===== src/rtl/fetch_controller.sv =====
`default_nettype none
// ============================================================================
//  Module   : fetch_controller
//  Brief    : Instruction-fetch sequencer. Owns the PC, reads a combinational
//             instruction memory and queues {pc, instr} pairs in a small
//             fetch buffer presented to decode over valid/ready. EX-stage
//             redirects flush the buffer and reload the PC.
//  Revision : 1.0  initial release
// ============================================================================
module fetch_controller #(
   parameter logic [31:0] RESET_PC  = 32'h0000_0000,
   parameter logic [31:0] NOP_INSTR = 32'h0000_0013,
   parameter int          BUF_DEPTH = 2
) (
   input  logic                           clk,
   input  logic                           rst_n,
   input  logic                           run,
   output logic [31:0]                    imem_addr,
   input  logic [31:0]                    imem_rdata,
   input  logic                           redirect_valid,
   input  logic [31:0]                    redirect_pc,
   output logic                           if_valid,
   output logic [31:0]                    if_instr,
   output logic [31:0]                    if_pc,
   input  logic                           id_ready,
   output logic [$clog2(BUF_DEPTH):0]     buf_count
);

   localparam int PW = $clog2(BUF_DEPTH);
   localparam int CW = PW + 1;
   localparam logic [CW-1:0] c_FULL_COUNT = CW'(BUF_DEPTH);

   logic [31:0]   pc_q;
   logic [31:0]   pc_d;
   logic [CW-1:0] count_q;
   logic [CW-1:0] count_d;
   logic [PW-1:0] rd_ptr_q;
   logic [PW-1:0] rd_ptr_d;
   logic [PW-1:0] wr_ptr_q;
   logic [PW-1:0] wr_ptr_d;

   // Buffer payload: plain registers, never reset; visibility is gated by count.
   logic [31:0]   buf_pc_q    [BUF_DEPTH];
   logic [31:0]   buf_instr_q [BUF_DEPTH];

   logic w_not_empty;
   logic w_full;
   logic w_pop;
   logic w_fetch_fire;

   assign w_not_empty  = (count_q != '0);
   assign w_full       = (count_q == c_FULL_COUNT);
   // A redirect hides the head so decode can never consume a squashed entry.
   assign if_valid     = w_not_empty & ~redirect_valid;
   assign w_pop        = if_valid & id_ready;
   // A full buffer that is popping this cycle can still accept a fetch.
   assign w_fetch_fire = run & ~redirect_valid & (~w_full | w_pop);

   assign imem_addr = pc_q;
   assign if_pc     = if_valid ? buf_pc_q[rd_ptr_q]    : 32'h0;
   assign if_instr  = if_valid ? buf_instr_q[rd_ptr_q] : NOP_INSTR;
   assign buf_count = count_q;

   // Next-state for PC, occupancy and pointers; redirect overrides everything.
   always_comb begin
      pc_d     = pc_q;
      count_d  = count_q;
      rd_ptr_d = rd_ptr_q;
      wr_ptr_d = wr_ptr_q;
      if (redirect_valid) begin
         pc_d     = {redirect_pc[31:2], 2'b00};
         count_d  = '0;
         rd_ptr_d = '0;
         wr_ptr_d = '0;
      end else begin
         if (w_fetch_fire) begin
            pc_d     = pc_q + 32'd4;
            wr_ptr_d = wr_ptr_q + 1'b1;
         end
         if (w_pop) begin
            rd_ptr_d = rd_ptr_q + 1'b1;
         end
         count_d = count_q + {{(CW-1){1'b0}}, w_fetch_fire}
                           - {{(CW-1){1'b0}}, w_pop};
      end
   end

   // Control state registers with synchronous active-low reset.
   always_ff @(posedge clk) begin
      if (!rst_n) begin
         pc_q     <= RESET_PC;
         count_q  <= '0;
         rd_ptr_q <= '0;
         wr_ptr_q <= '0;
      end else begin
         pc_q     <= pc_d;
         count_q  <= count_d;
         rd_ptr_q <= rd_ptr_d;
         wr_ptr_q <= wr_ptr_d;
      end
   end

   // Capture the fetched {pc, instr} pair into the slot at the write pointer.
   always_ff @(posedge clk) begin
      if (w_fetch_fire) begin
         buf_pc_q[wr_ptr_q]    <= pc_q;
         buf_instr_q[wr_ptr_q] <= imem_rdata;
      end
   end

endmodule
`default_nettype wire


===== config.mk =====
export PLATFORM = sky130hd
export DESIGN_NAME = fetch_controller
export DESIGN_NICKNAME = d
export VERILOG_FILES = /design/src/rtl/fetch_controller.sv
export SDC_FILE = /design/constraint.sdc
export NUM_CORES = 1
export LEC_CHECK = 0
export BUFFER_PORTS_ARGS = -buffer_cell sky130_fd_sc_hd__buf_4
export CAP_MARGIN = 20
export CELL_PAD_IN_SITES_DETAIL_PLACEMENT = 0
export CELL_PAD_IN_SITES_GLOBAL_PLACEMENT = 1
export CORE_AREA = 2 2 172 107
export DETAILED_ROUTE_END_ITERATION = 8
export DIE_AREA = 0 0 174 109
export HOLD_SLACK_MARGIN = 0.12
export PLACE_DENSITY_LB_ADDON = 0.1
export SETUP_SLACK_MARGIN = 0.05
export SYNTH_ARGS = -nofsm -noshare
export SYNTH_HDL_FRONTEND = slang
export SYNTH_SLANG_ARGS = --single-unit

===== constraint.sdc =====
create_clock -name clk -period 4.3 [get_ports clk]
set_input_delay 0.86 -clock clk [delete_from_list [all_inputs] [get_ports clk]]
set_output_delay 0.86 -clock clk [all_outputs]
set_load 0.01 [all_outputs]

==> results of run 1 <==
[critical path, cell delays in order]
cell                       delay, ns
sky130_fd_sc_hd__buf_4          0.17
sky130_fd_sc_hd__clkinv_1       0.14
sky130_fd_sc_hd__o21ai_4        0.23
sky130_fd_sc_hd__buf_16         0.23
sky130_fd_sc_hd__buf_4          0.32
sky130_fd_sc_hd__nor2_1         0.11
sky130_fd_sc_hd__buf_4          0.16
[through the flow]
step / setup WS [ns] / TNS (ns) / total power [uW]
floorplan: -0.1701 / -21.09 / 1897
global placement: 0.9859 / 0 / 2030
detailed placement: 0.9709 / 0 / 2037
CTS: 0.9321 / 0 / 3490
global route: 1.066 / 0 / 3578
finish: 1.201 / 0 / 3454
[registers in the layout (all words and copies together), names as in the netlist, named ones only]
name and count:
buf_pc_q 60, rd_ptr_q 1, imem_addr 30, buf_count 2, wr_ptr_q 1, buf_instr_q 64
[logic make-up (layout without fill, tap and decap cells)]
family	count (synthesis)	count (layout)	synth area share, %
fa+ha+maj	3	3	0.5767
mux	62	62	9.533
buf+inv	36	207	2.556
simple gates	140	140	10.26
flops	159	159	67.96
xor+xnor	33	33	4.440
compound gates	53	53	4.613
other cells	1	4	0.05760
[cell type report]
type                    instances  area share (%)
flip-flops and latches        159           51.66
multi-input cells             295           22.83
repair buffers                169           15.18
clock buffers                  18           5.007
well taps                     240           3.503
clock inverters                14           1.562
inverters                       6          0.2627
[power groups by stage]
stage	clock (uW)	sequential, uW	combinational, uW
2_1_floorplan	0	1800	98.2
5_1_grt	1550	1780	254
3_3_place_gp	0	1800	229
6_report	1450	1770	231
3_5_place_dp	0	1800	232
4_1_cts	1490	1770	234
[worst max-delay path by stage]
stage	from	to	cells after the start
4_1_cts	buf_count[1]$_SDFF_PP0_	if_instr[9]	4
3_3_place_gp	redirect_valid	buf_instr_q[0][10]$_DFFE_PP_	6
6_report	redirect_valid	if_pc[11]	7
2_1_floorplan	redirect_valid	buf_instr_q[0][0]$_DFFE_PP_	4
5_1_grt	redirect_valid	if_instr[8]	7
3_5_place_dp	redirect_valid	buf_instr_q[0][10]$_DFFE_PP_	6
[per-layer routing]
layer	vias to the layer above	global-route usage [%]
li1	2091	-
met1	2040	22.94
met2	127	25.75
met3	12	5.160
met4	0	5.942
met5	-	0
[cells in the final DEF, fill, tap and decap left out, types with 2 or more instances in the layout]
cell | synthesis | final
sky130_fd_sc_hd__nor2_1 | 70 | 68
sky130_fd_sc_hd__a21oi_1 | 21 | 21
sky130_fd_sc_hd__and4_1 | 2 | 2
sky130_fd_sc_hd__buf_4 | 5 | 167
sky130_fd_sc_hd__and2_1 | 3 | 3
sky130_fd_sc_hd__nand4_1 | 9 | 9
sky130_fd_sc_hd__dfxtp_1 | 35 | 34
sky130_fd_sc_hd__xor2_1 | 19 | 19
sky130_fd_sc_hd__nand3_1 | 18 | 18
sky130_fd_sc_hd__and3_1 | 5 | 5
sky130_fd_sc_hd__inv_1 | 5 | 5
sky130_fd_sc_hd__o211a_1 | 6 | 6
sky130_fd_sc_hd__clkinv_1 | 1 | 2
sky130_fd_sc_hd__nor4_1 | 4 | 4
sky130_fd_sc_hd__o21ai_0 | 24 | 24
sky130_fd_sc_hd__clkinvlp_4 | 0 | 3
sky130_fd_sc_hd__mux2i_1 | 62 | 62
sky130_fd_sc_hd__ha_1 | 3 | 3
sky130_fd_sc_hd__clkinv_4 | 0 | 2
sky130_fd_sc_hd__nand2b_1 | 3 | 3
sky130_fd_sc_hd__nand2_1 | 16 | 16
sky130_fd_sc_hd__conb_1 | 1 | 4
sky130_fd_sc_hd__inv_6 | 0 | 5
sky130_fd_sc_hd__edfxtp_1 | 124 | 124
sky130_fd_sc_hd__nor2_4 | 0 | 2
sky130_fd_sc_hd__clkbuf_16 | 0 | 17
sky130_fd_sc_hd__xnor2_1 | 14 | 14
sky130_fd_sc_hd__nor3_1 | 5 | 5
[synthesized netlist by cell type, types with 2 or more instances]
| library cell | n | area (um2) |
|---|---|---|
| sky130_fd_sc_hd__nand2b_1 | 3 | 18.77 |
| sky130_fd_sc_hd__a21oi_1 | 21 | 105.1 |
| sky130_fd_sc_hd__mux2i_1 | 62 | 620.6 |
| sky130_fd_sc_hd__dfxtp_1 | 35 | 700.7 |
| sky130_fd_sc_hd__and4_1 | 2 | 17.52 |
| sky130_fd_sc_hd__nor2_1 | 70 | 262.8 |
| sky130_fd_sc_hd__nand3_1 | 18 | 90.09 |
| sky130_fd_sc_hd__edfxtp_1 | 124 | 3724 |
| sky130_fd_sc_hd__buf_2 | 4 | 20.02 |
| sky130_fd_sc_hd__xnor2_1 | 14 | 122.6 |
| sky130_fd_sc_hd__nor3_1 | 5 | 25.02 |
| sky130_fd_sc_hd__nor4_1 | 4 | 25.02 |
| sky130_fd_sc_hd__xor2_1 | 19 | 166.4 |
| sky130_fd_sc_hd__buf_4 | 5 | 37.54 |
| sky130_fd_sc_hd__and3_1 | 5 | 31.28 |
| sky130_fd_sc_hd__nand2_1 | 16 | 60.06 |
| sky130_fd_sc_hd__and2_1 | 3 | 18.77 |
| sky130_fd_sc_hd__clkbuf_1 | 16 | 60.06 |
| sky130_fd_sc_hd__o21ai_0 | 24 | 120.1 |
| sky130_fd_sc_hd__nand4_1 | 9 | 56.30 |
| sky130_fd_sc_hd__o211a_1 | 6 | 60.06 |
| sky130_fd_sc_hd__buf_1 | 4 | 15.01 |
| sky130_fd_sc_hd__ha_1 | 3 | 37.54 |
| sky130_fd_sc_hd__inv_1 | 5 | 18.77 |
==> flow_summary.rst, run 1 <==
.. list-table::
   :header-rows: 1

   * - Metric
     - Value
   * - Mean post-synth cell area
     - 13.37 um2
   * - Total CTS buffers
     - 17
   * - Die H
     - 109 um
   * - Setup repair after global routing missed its margin
     - no
   * - Share of total power consumed by net switching
     - 23.43%
   * - Routed via count
     - 4270
   * - First-pass iteration count of the detailed router
     - 4
   * - Horizontal die dimension
     - 174 um
   * - Final clock period utilization by the worst path
     - 72.07%
   * - End-of-flow core utilization
     - 48.99%
   * - Total length of routed met3 wires
     - 1.030 mm
   * - Multi-input gate area
     - 0.001957 mm2
   * - Cell-internal power
     - 2644 uW
   * - Residual DRC
     - 0
   * - Number of buffers inserted by port buffering
     - 161
   * - Global-route usage over all layers
     - 16.87%
   * - Routed wl met2
     - 6.898 mm
   * - Number of synthesized flops with an enable pin
     - 124
   * - Final wirelength
     - 15.74 mm
   * - Layout Skew
     - 0.009568 ns
   * - Final critical delay including setup and external delays
     - 3.099 ns
   * - Total of max-cap violations
     - 0
   * - Seq cells post-synth
     - 159
   * - Hold Path Class
     - reg2reg
   * - Layout fillers
     - 1620
   * - Type of destination of the critical path
     - primary output
   * - Hold path cells
     - 2
   * - Net count of the finished layout
     - 720
   * - Post-Layout Inst Area
     - 0.008572 mm2
   * - Post-synth cell types
     - 34
   * - Clock latency reported for the late side of the worst-skew pair
     - 0.42 ns
   * - Sequential share of the synthesized area
     - 67.96%
   * - Clock tree from TritonCTS
     - done
   * - Fraction of power consumed by sequential logic
     - 51.2%
   * - Largest net degree at the start of global routing
     - 53
   * - Worst EP arrival
     - 2.24 ns
   * - Routability Congestion
     - 0.7619
   * - Sum of overflow across all layers after global routing
     - 0
   * - CTS Hold Buffers Added
     - 0
   * - Worst reg2reg path startpoint
     - buf_count[1]$_SDFF_PP0_
   * - Sink Count
     - 159
   * - Placed Cells
     - 868
   * - Num rows
     - 38
   * - DP Wirelength
     - 10.34 mm
   * - Setup slack on the worst flop-to-flop path
     - 1.91 ns
   * - Count of H-tree levels built during CTS
     - 4
   * - Number of violations reported at the end of detailed-routing iteration 0
     - 211
   * - Switching pwr
     - 809.3 uW
   * - Hold worst-path end
     - rd_ptr_q$_SDFFE_PP0P_
   * - Reg-to-Reg End
     - buf_count[1]$_SDFF_PP0_
   * - Clock-pin transition on the worst setup and hold timing paths
     - 0.06 ns
   * - Clk network pwr share
     - 42.1%
   * - Sequential standard cell area
     - 0.004428 mm2
   * - Path depth of the worst reg2reg path
     - 10
   * - Wire length of the first global-routing pass
     - 23.82 mm
   * - Worst Tran Pin Value
     - 0.5754 ns
   * - Number of global-route vias before repair
     - 4180
   * - Standard cell area after detailed placement
     - 0.007981 mm2
   * - Top-Level Pins
     - 168
   * - Std-Cell Core Area
     - 0.01750 mm2
   * - Outcome
     - finished, final reports clean
   * - Fraction of final layout cells sized beyond drive strength 1
     - 31.47%
   * - Achievable clock frequency
     - 322.7 MHz
   * - Max layer used
     - met4
   * - Fraction of registers with async set or reset after synthesis
     - 0%
   * - Critical path peak fanout
     - 25
   * - Number of hold violations in the final report
     - 0
   * - Top_reg_cell synth
     - sky130_fd_sc_hd__edfxtp_1
   * - Class of the most critical setup path
     - in2out
   * - Portion of total power attributed to combinational logic
     - 6.7%
   * - Setup bufs post-CTS
     - 0
   * - Layout Area Growth over Synthesis
     - 31.67%
   * - Area enclosed by the die boundary
     - 0.01897 mm2
   * - Critical path required time
     - 3.44 ns
   * - # resized after CTS
     - 0
   * - Kind of launch point of the worst setup path
     - primary input
   * - Total power per unit cell area
     - 402.9 mW/mm2
   * - Final instance count without filler cells
     - 901
   * - Initial antenna violation count
     - 0
   * - Ratio of routed vias to standard cells
     - 4.739
   * - Ant diodes
     - 0
   * - Routed length on met1
     - 7.660 mm
   * - Netlist area before placement
     - 0.006510 mm2
   * - Static leakage
     - 0.003176 uW
   * - Hold slack final
     - 0.5255 ns
   * - Post-synthesis instance total
     - 487
   * - Worst vdd ir
     - 0.1651 mV
   * - Wire length per cell
     - 17.47 um
   * - Final setup violation count
     - 0
   * - Synth Warn #
     - 0
   * - Post-detailed-route count of antenna-violating nets
     - 0
   * - Number of pins exceeding their max-slew limit in the final report
     - 0
   * - Origin of the worst min-delay path
     - rd_ptr_q$_SDFFE_PP0P_
   * - Worst-case headroom to the max-slew limit
     - 61.64%
   * - Largest buffer count on any clock path
     - 2
   * - CTS Root Cell
     - sky130_fd_sc_hd__clkbuf_16
   * - Starting density of the core
     - 37.21%
No activity file was read; power rests on OpenSTA's default activity.
==> run 2: changes to the inputs <==
--- a/config.mk
+++ b/config.mk
@@ -9,9 +9,9 @@
 export CAP_MARGIN = 20
 export CELL_PAD_IN_SITES_DETAIL_PLACEMENT = 0
 export CELL_PAD_IN_SITES_GLOBAL_PLACEMENT = 1
-export CORE_AREA = 2 2 172 107
+export CORE_AREA = 2 2 164 102
 export DETAILED_ROUTE_END_ITERATION = 8
-export DIE_AREA = 0 0 174 109
+export DIE_AREA = 0 0 166 104
 export HOLD_SLACK_MARGIN = 0.12
 export PLACE_DENSITY_LB_ADDON = 0.1
 export SETUP_SLACK_MARGIN = 0.05
==> constraint.sdc (replaced) <==
create_clock -name clk -period 2.9 [get_ports clk]
set_input_delay 0.58 -clock clk [delete_from_list [all_inputs] [get_ports clk]]
set_output_delay 0.58 -clock clk [all_outputs]
set_load 0.01 [all_outputs]
==> flow_summary.rst, run 2 (same netlist as run 1, synthesis figures left out) <==
.. list-table::
   :header-rows: 1

   * - Metric
     - Value
   * - Die H
     - 104 um (-4.6%)
   * - Achievable clock frequency
     - 401.1 MHz
   * - Layout Area Growth over Synthesis
     - 31.87%
   * - Most frequent cells in the layout
     - sky130_fd_sc_hd__buf_4 (168), sky130_fd_sc_hd__edfxtp_1 (124), sky130_fd_sc_hd__nor2_1 (68)
   * - Final critical delay including setup and external delays
     - 2.493 ns
   * - Sequential standard cell area
     - 0.004428 mm2 (unchanged)
   * - Post-Layout Inst Area
     - 0.008584 mm2 (+0.15%)
   * - Number of global-route vias before repair
     - 4214 (+0.81%)
   * - Clock-pin transition on the worst setup and hold timing paths
     - 0.06 ns (about the same)
   * - Worst reg2reg path startpoint
     - buf_count[1]$_SDFF_PP0_
   * - CTS Root Cell
     - sky130_fd_sc_hd__clkbuf_16
   * - Clock tree from TritonCTS
     - done
   * - Reg-to-Reg End
     - buf_count[1]$_SDFF_PP0_
   * - Layout fillers
     - 1371 (-15%)
   * - Slowest stage cell, crit path
     - sky130_fd_sc_hd__buf_4
   * - Hold path cells
     - 1 (-1)
   * - Area enclosed by the die boundary
     - 0.01726 mm2 (-9.0%)
   * - Type of destination of the critical path
     - primary output
   * - Standard cell area after detailed placement
     - 0.007990 mm2 (+0.11%)
   * - Largest reg by FF count
     - buf_instr_q
   * - Sink Count
     - 159 (unchanged)
   * - Number of violations reported at the end of detailed-routing iteration 0
     - 241 (+14%)
   * - Final wirelength
     - 15.05 mm (-4.4%)
   * - # resized after CTS
     - 0 (unchanged)
   * - Setup slack on the worst flop-to-flop path
     - 0.84 ns (-1.07 ns)
   * - Residual DRC
     - 0 (unchanged)
   * - Worst vdd ir
     - 0.3179 mV (+93%)
   * - Setup bufs post-CTS
     - 0 (unchanged)
   * - First-pass iteration count of the detailed router
     - 4 (unchanged)
   * - Final clock period utilization by the worst path
     - 85.96%
   * - Max FFs per register
     - 64 (unchanged)
   * - Post-layout power
     - 5226 uW (+51%)
   * - Largest buffer count on any clock path
     - 2 (unchanged)
   * - Critical path required time
     - 2.32 ns (-1.12 ns)
   * - End-of-flow core utilization
     - 54.30% (+5.3 points)
   * - CTS Hold Buffers Added
     - 0 (unchanged)
   * - Origin of the worst min-delay path
     - imem_rdata[26]
   * - Ratio of routed vias to standard cells
     - 4.962 (+4.7%)
   * - Net count of the finished layout
     - 722 (+0.28%)
   * - Hold Path Class
     - in2reg
   * - Horizontal die dimension
     - 166 um (-4.6%)
   * - Static leakage
     - 0.003198 uW (+0.68%)
   * - Crit path cell chain
     - o21ai_4 > buf_4 > nor2_1 > buf_4
   * - Multi-input gate area
     - 0.001957 mm2 (unchanged)
   * - Routability Congestion
     - 0.8015 (+5.2%)
   * - Worst-case headroom to the max-slew limit
     - 52.52% (-9.1 points)
   * - Largest net degree at the start of global routing
     - 60 (+13%)
   * - Number of buffers inserted by port buffering
     - 161 (unchanged)
   * - Routed via count
     - 4327 (+1.3%)
   * - Hold worst-path end
     - buf_instr_q[1][26]$_DFFE_PP_
   * - Total of max-cap violations
     - 0 (unchanged)
   * - GRT met1 Usage
     - 24.84% (+1.9 points)
   * - Number of hold violations in the final report
     - 0 (unchanged)
   * - Most frequent CP cell
     - sky130_fd_sc_hd__buf_4
   * - Layout Skew
     - 0.009342 ns (-0.0002264 ns)
   * - Total CTS buffers
     - 17 (unchanged)
   * - Stages on the worst setup path
     - 4 (-3)
   * - Buffer and inverter count on the worst path
     - 2 (-3)
   * - Initial antenna violation count
     - 0 (unchanged)
   * - Met3 GRT Util
     - 4.718% (-0.44 points)
   * - Worst Tran Pin Value
     - 0.7121 ns (+0.1368 ns)
   * - Sum of overflow across all layers after global routing
     - 0 (unchanged)
   * - Most common library cell in the layout ignoring fill and taps
     - sky130_fd_sc_hd__buf_4
   * - Outcome
     - finished, final reports clean
   * - Busiest metal layer after global routing
     - met2
   * - Top-Level Pins
     - 168 (unchanged)
   * - Summed negative setup slack over all endpoints
     - 0 ns (unchanged)
   * - Number of pins exceeding their max-slew limit in the final report
     - 0 (unchanged)
   * - Global-route usage over all layers
     - 17.68% (+0.81 points)
   * - Worst EP arrival
     - 1.91 ns (-0.33 ns)
   * - Count of H-tree levels built during CTS
     - 4 (unchanged)
   * - Std-Cell Core Area
     - 0.01581 mm2 (-9.6%)
   * - Crit path largest cell delay
     - 0.58 ns (+0.26 ns)
   * - Ant diodes
     - 0 (unchanged)
   * - Post-detailed-route count of antenna-violating nets
     - 0 (unchanged)
   * - Final setup violation count
     - 0 (unchanged)
   * - GR Layer Usage met2
     - 26.35% (+0.59 points)
   * - Class of the most critical setup path
     - reg2out
   * - Clock latency reported for the late side of the worst-skew pair
     - 0.42 ns (about the same)
   * - Wire length per cell
     - 17.26 um (-1.2%)
   * - Critical path peak fanout
     - 59 (+140%)
   * - Wire length of the first global-routing pass
     - 23.18 mm (-2.7%)
   * - Num rows
     - 36 (-5.3%)
   * - Kind of launch point of the worst setup path
     - flop
   * - Largest delay share family, worst path
     - buffers and inverters
   * - DP Wirelength
     - 9.821 mm (-5.1%)
   * - Total power per unit cell area
     - 608.7 mW/mm2 (+51%)
   * - Path depth of the worst reg2reg path
     - 8 (-2)
   * - Setup repair after global routing missed its margin
     - no
   * - Starting density of the core
     - 41.18% (+4.0 points)
   * - Fraction of final layout cells sized beyond drive strength 1
     - 31.52% (+0.056 points)
run 2: changes by cell type in the layout (fill, tap and decap cells not counted):
cell and delta:
sky130_fd_sc_hd__inv_6 -3, sky130_fd_sc_hd__buf_12 +2, sky130_fd_sc_hd__bufinv_16 +2, sky130_fd_sc_hd__buf_16 -1, sky130_fd_sc_hd__buf_4 +1, sky130_fd_sc_hd__clkinv_1 +1, sky130_fd_sc_hd__clkinv_2 +1, sky130_fd_sc_hd__inv_8 -1
run 2: layer usage:
metal	wire (um)	up-vias	share of wire [%]
met4	154	0	1.0
li1	-	2099	-
met2	6741	135	45
met5	0	-	0
met1	7247	2083	48
met3	906	10	6.0
run 2: layout make-up:
cell class / count / area share (%)
repair buffers: 171 / 15.39
inverters: 6 / 0.2624
multi-input cells: 295 / 22.80
well taps: 209 / 3.046
flip-flops and latches: 159 / 51.58
clock inverters: 14 / 1.924
clock buffers: 18 / 4.999
run 2: worst register-to-register path: stages (launching register included):
cell	delay, ns
sky130_fd_sc_hd__dfxtp_1	0.45
sky130_fd_sc_hd__or3b_1	0.50
sky130_fd_sc_hd__nand3_1	0.16
sky130_fd_sc_hd__ha_1	0.24
sky130_fd_sc_hd__inv_1	0.06
sky130_fd_sc_hd__ha_1	0.15
sky130_fd_sc_hd__xor2_1	0.19
sky130_fd_sc_hd__xnor2_1	0.14
sky130_fd_sc_hd__nor2_1	0.05
run 2: worst max path at each step:
stage                                       end                     from  slack [ns]
floorplan           buf_instr_q[1][0]$_DFFE_PP_           redirect_valid       -0.28
global placement                      if_pc[25]           redirect_valid        0.42
detailed placement                 if_instr[22]           redirect_valid        0.39
CTS                                if_instr[22]  buf_count[1]$_SDFF_PP0_        0.35
global route                       if_instr[22]  buf_count[1]$_SDFF_PP0_        0.28
finish                             if_instr[22]  buf_count[1]$_SDFF_PP0_        0.41
run 2: where the power goes:
group          internal [uW]  total (uW)  switching [uW]  leakage, uW
logic                    175         351             175      0.00147
registers               2550        2620            69.9      0.00144
clock network           1350        2250             903     0.000282
run 2: stage by stage:
| stage | hold WS, ns | setup slack, ns | std cells |
|---|---|---|---|
| 5_1_grt | 0.3172 | 0.2799 | 872 |
| 4_1_cts | 0.3175 | 0.3495 | 872 |
| 3_5_place_dp | 0.5099 | 0.3917 | 840 |
| 3_3_place_gp | 0.5034 | 0.4191 | 840 |
| 6_report | 0.3392 | 0.4071 | 872 |
| 2_1_floorplan | 0.4812 | -0.2830 | 490 |
==> run 3: changes to the inputs <==
==> constraint.sdc (replaced) <==
create_clock -name clk -period 2.9 [get_ports clk]
set_input_delay 0.58 -clock clk [delete_from_list [all_inputs] [get_ports clk]]
set_output_delay 0.58 -clock clk [all_outputs]
set_load 0.05 [all_outputs]
==> flow_summary.rst, run 3 (same netlist as run 1, synthesis figures left out) <==
.. list-table::
   :header-rows: 1

   * - Metric
     - Value
   * - Outcome
     - finished, final reports clean
   * - Placed Cells
     - 842 (+0.24%)
   * - Buffer and inverter count on the worst path
     - 2 (unchanged)
   * - Critical path required time
     - 2.32 ns (about the same)
   * - Crit path largest cell delay
     - 0.59 ns (about the same)
   * - Clock-pin transition on the worst setup and hold timing paths
     - 0.07 ns (about the same)
   * - Final setup violation count
     - 0 (unchanged)
   * - Layout Area Growth over Synthesis
     - 32.00%
   * - Routed via count
     - 4294 (-0.76%)
   * - Post-detailed-route count of antenna-violating nets
     - 0 (unchanged)
   * - Wire length per cell
     - 17.13 um (-0.76%)
   * - Fraction of final layout cells sized beyond drive strength 1
     - 32.03% (+0.51 points)
   * - Net count of the finished layout
     - 724 (+0.28%)
   * - Layout Skew
     - 0.01021 ns (+0.0008705 ns)
   * - Horizontal die dimension
     - 166 um (unchanged)
   * - Residual DRC
     - 0 (unchanged)
   * - Achievable clock frequency
     - 416.6 MHz (+3.9%)
   * - Wire length of the first global-routing pass
     - 23.28 mm (+0.44%)
   * - Crit path cell chain
     - buf_12 > mux2i_1 > nor2_1 > buf_4
   * - Static leakage
     - 0.003210 uW (+0.38%)
   * - Final setup margin
     - 0.4996 ns (+0.09251 ns)
   * - Type of destination of the critical path
     - primary output
   * - Worst EP arrival
     - 1.82 ns (-0.09 ns)
   * - Num rows
     - 36 (unchanged)
   * - Critical path peak fanout
     - 23 (-61%)
   * - Number of buffers inserted by port buffering
     - 161 (unchanged)
   * - Total of max-cap violations
     - 0 (unchanged)
   * - Largest reg by FF count
     - buf_instr_q
   * - Post-layout power
     - 5297 uW (+1.4%)
   * - First-pass iteration count of the detailed router
     - 4 (unchanged)
   * - End-of-flow core utilization
     - 54.35% (+0.055 points)
   * - Number of global-route vias before repair
     - 4132 (-1.9%)
   * - Top-Level Pins
     - 168 (unchanged)
   * - Number of hold violations in the final report
     - 0 (unchanged)
   * - Number of pins exceeding their max-slew limit in the final report
     - 0 (unchanged)
   * - Die H
     - 104 um (unchanged)
   * - Std-Cell Core Area
     - 0.01581 mm2 (unchanged)
   * - Final clock period utilization by the worst path
     - 82.77% (-3.2 points)
   * - Global-route usage over all layers
     - 17.43% (-0.25 points)
   * - Setup slack at placement
     - 0.4959 ns (+0.1042 ns)
   * - Setup bufs post-CTS
     - 0 (unchanged)
   * - Total power per unit cell area
     - 616.5 mW/mm2 (+1.3%)
   * - Sum of overflow across all layers after global routing
     - 0 (unchanged)
   * - CTS Hold Buffers Added
     - 0 (unchanged)
   * - Setup repair after global routing missed its margin
     - no
   * - Clock latency reported for the late side of the worst-skew pair
     - 0.41 ns (about the same)
   * - CTS Root Cell
     - sky130_fd_sc_hd__clkbuf_16
   * - # resized after CTS
     - 0 (unchanged)
   * - Hold Path Class
     - in2reg
   * - Slowest stage cell, crit path
     - sky130_fd_sc_hd__dfxtp_4
   * - Class of the most critical setup path
     - reg2out
   * - Ant diodes
     - 0 (unchanged)
   * - Routability Congestion
     - 0.7959 (-0.70%)
   * - Worst vdd ir
     - 0.3850 mV (+21%)
   * - Summed negative setup slack over all endpoints
     - 0 ns (unchanged)
   * - Initial antenna violation count
     - 0 (unchanged)
   * - Most frequent cells in the layout
     - sky130_fd_sc_hd__buf_4 (169), sky130_fd_sc_hd__edfxtp_1 (124), sky130_fd_sc_hd__nor2_1 (68)
   * - Final wirelength
     - 14.97 mm (-0.53%)
   * - Clock tree from TritonCTS
     - done
   * - Number of violations reported at the end of detailed-routing iteration 0
     - 297 (+23%)
   * - Largest delay share family, worst path
     - flip-flops
   * - DP Wirelength
     - 10.06 mm (+2.4%)
   * - Kind of launch point of the worst setup path
     - flop
   * - Total CTS buffers
     - 17 (unchanged)
   * - Final instance count without filler cells
     - 874 (+0.23%)
   * - Ratio of routed vias to standard cells
     - 4.913 (-0.99%)
   * - Sink Count
     - 159 (unchanged)
   * - Largest net degree at the start of global routing
     - 52 (-13%)
   * - Max FFs per register
     - 64 (unchanged)
   * - Count of H-tree levels built during CTS
     - 4 (unchanged)
   * - Largest buffer count on any clock path
     - 2 (unchanged)
   * - Most common library cell in the layout ignoring fill and taps
     - sky130_fd_sc_hd__buf_4
   * - Starting density of the core
     - 41.18% (unchanged)
   * - Final critical delay including setup and external delays
     - 2.400 ns (-0.09251 ns)
   * - Area enclosed by the die boundary
     - 0.01726 mm2 (unchanged)
==> run 3: cell count changes in the layout (fill, tap and decap cells not counted), sizes merged <==
cell / change
clkinv: -2
buf: +2
bufinv: -2
inv: +6
clkinvlp: -2
==> run 3: per-layer routing <==
metal,track usage (%),routed length (um)
met1,25.57,7330
met2,25.84,6697
met3,4.795,837
met4,3.851,103
met5,0,0
==> run 3: worst register-to-register path, stage by stage (launching register included) <==
cell and delay, ns:
sky130_fd_sc_hd__dfxtp_1 0.45, sky130_fd_sc_hd__or3b_1 0.50, sky130_fd_sc_hd__nand3_1 0.21, sky130_fd_sc_hd__ha_1 0.26, sky130_fd_sc_hd__inv_1 0.05, sky130_fd_sc_hd__ha_1 0.14
sky130_fd_sc_hd__xor2_1 0.19, sky130_fd_sc_hd__xnor2_1 0.14, sky130_fd_sc_hd__nor2_1 0.05
==> run 3: final timing paths <==
| kind | slack (ns) | cells after the start | start | end |
|---|---|---|---|---|
| hold / removal | 0.35 | 1 | imem_rdata[10] | buf_instr_q[1][10]$_DFFE_PP_ |
| setup / recovery | 0.50 | 4 | flop | if_pc[5] |
| setup reg to reg | 0.81 | 8 | buf_count[1]$_SDFF_PP0_ | buf_count[1]$_SDFF_PP0_ |
| hold reg to reg | 0.51 | 2 | rd_ptr_q$_SDFFE_PP0P_ | flop |
==> run 3: report_power, final <==
part	leakage (uW)	switching [uW]	internal (uW)	total [uW]
Clock	0.000282	961	1220	2180
Combinational	0.00149	321	180	501
Sequential	0.00144	69.7	2550	2620
==> run 3: layout make-up <==
cell class | instances | area (um2)
clock buffers | 18 | 429.2
clock inverters | 14 | 146.4
fillers | 1369 | 7217
inverters | 6 | 22.52
multi-input cells | 295 | 1957
flip-flops and latches | 159 | 4428
well taps | 209 | 261.5
repair buffers | 173 | 1349
==> run 3: metrics by stage <==
step           hold slack, ns  cell area (um2)
4_1_cts                0.3333             8593
3_5_place_dp           0.4962             8018
3_3_place_gp           0.5044             8018
6_report               0.3513             8593
5_1_grt                0.3244             8593
2_1_floorplan          0.4812             6526
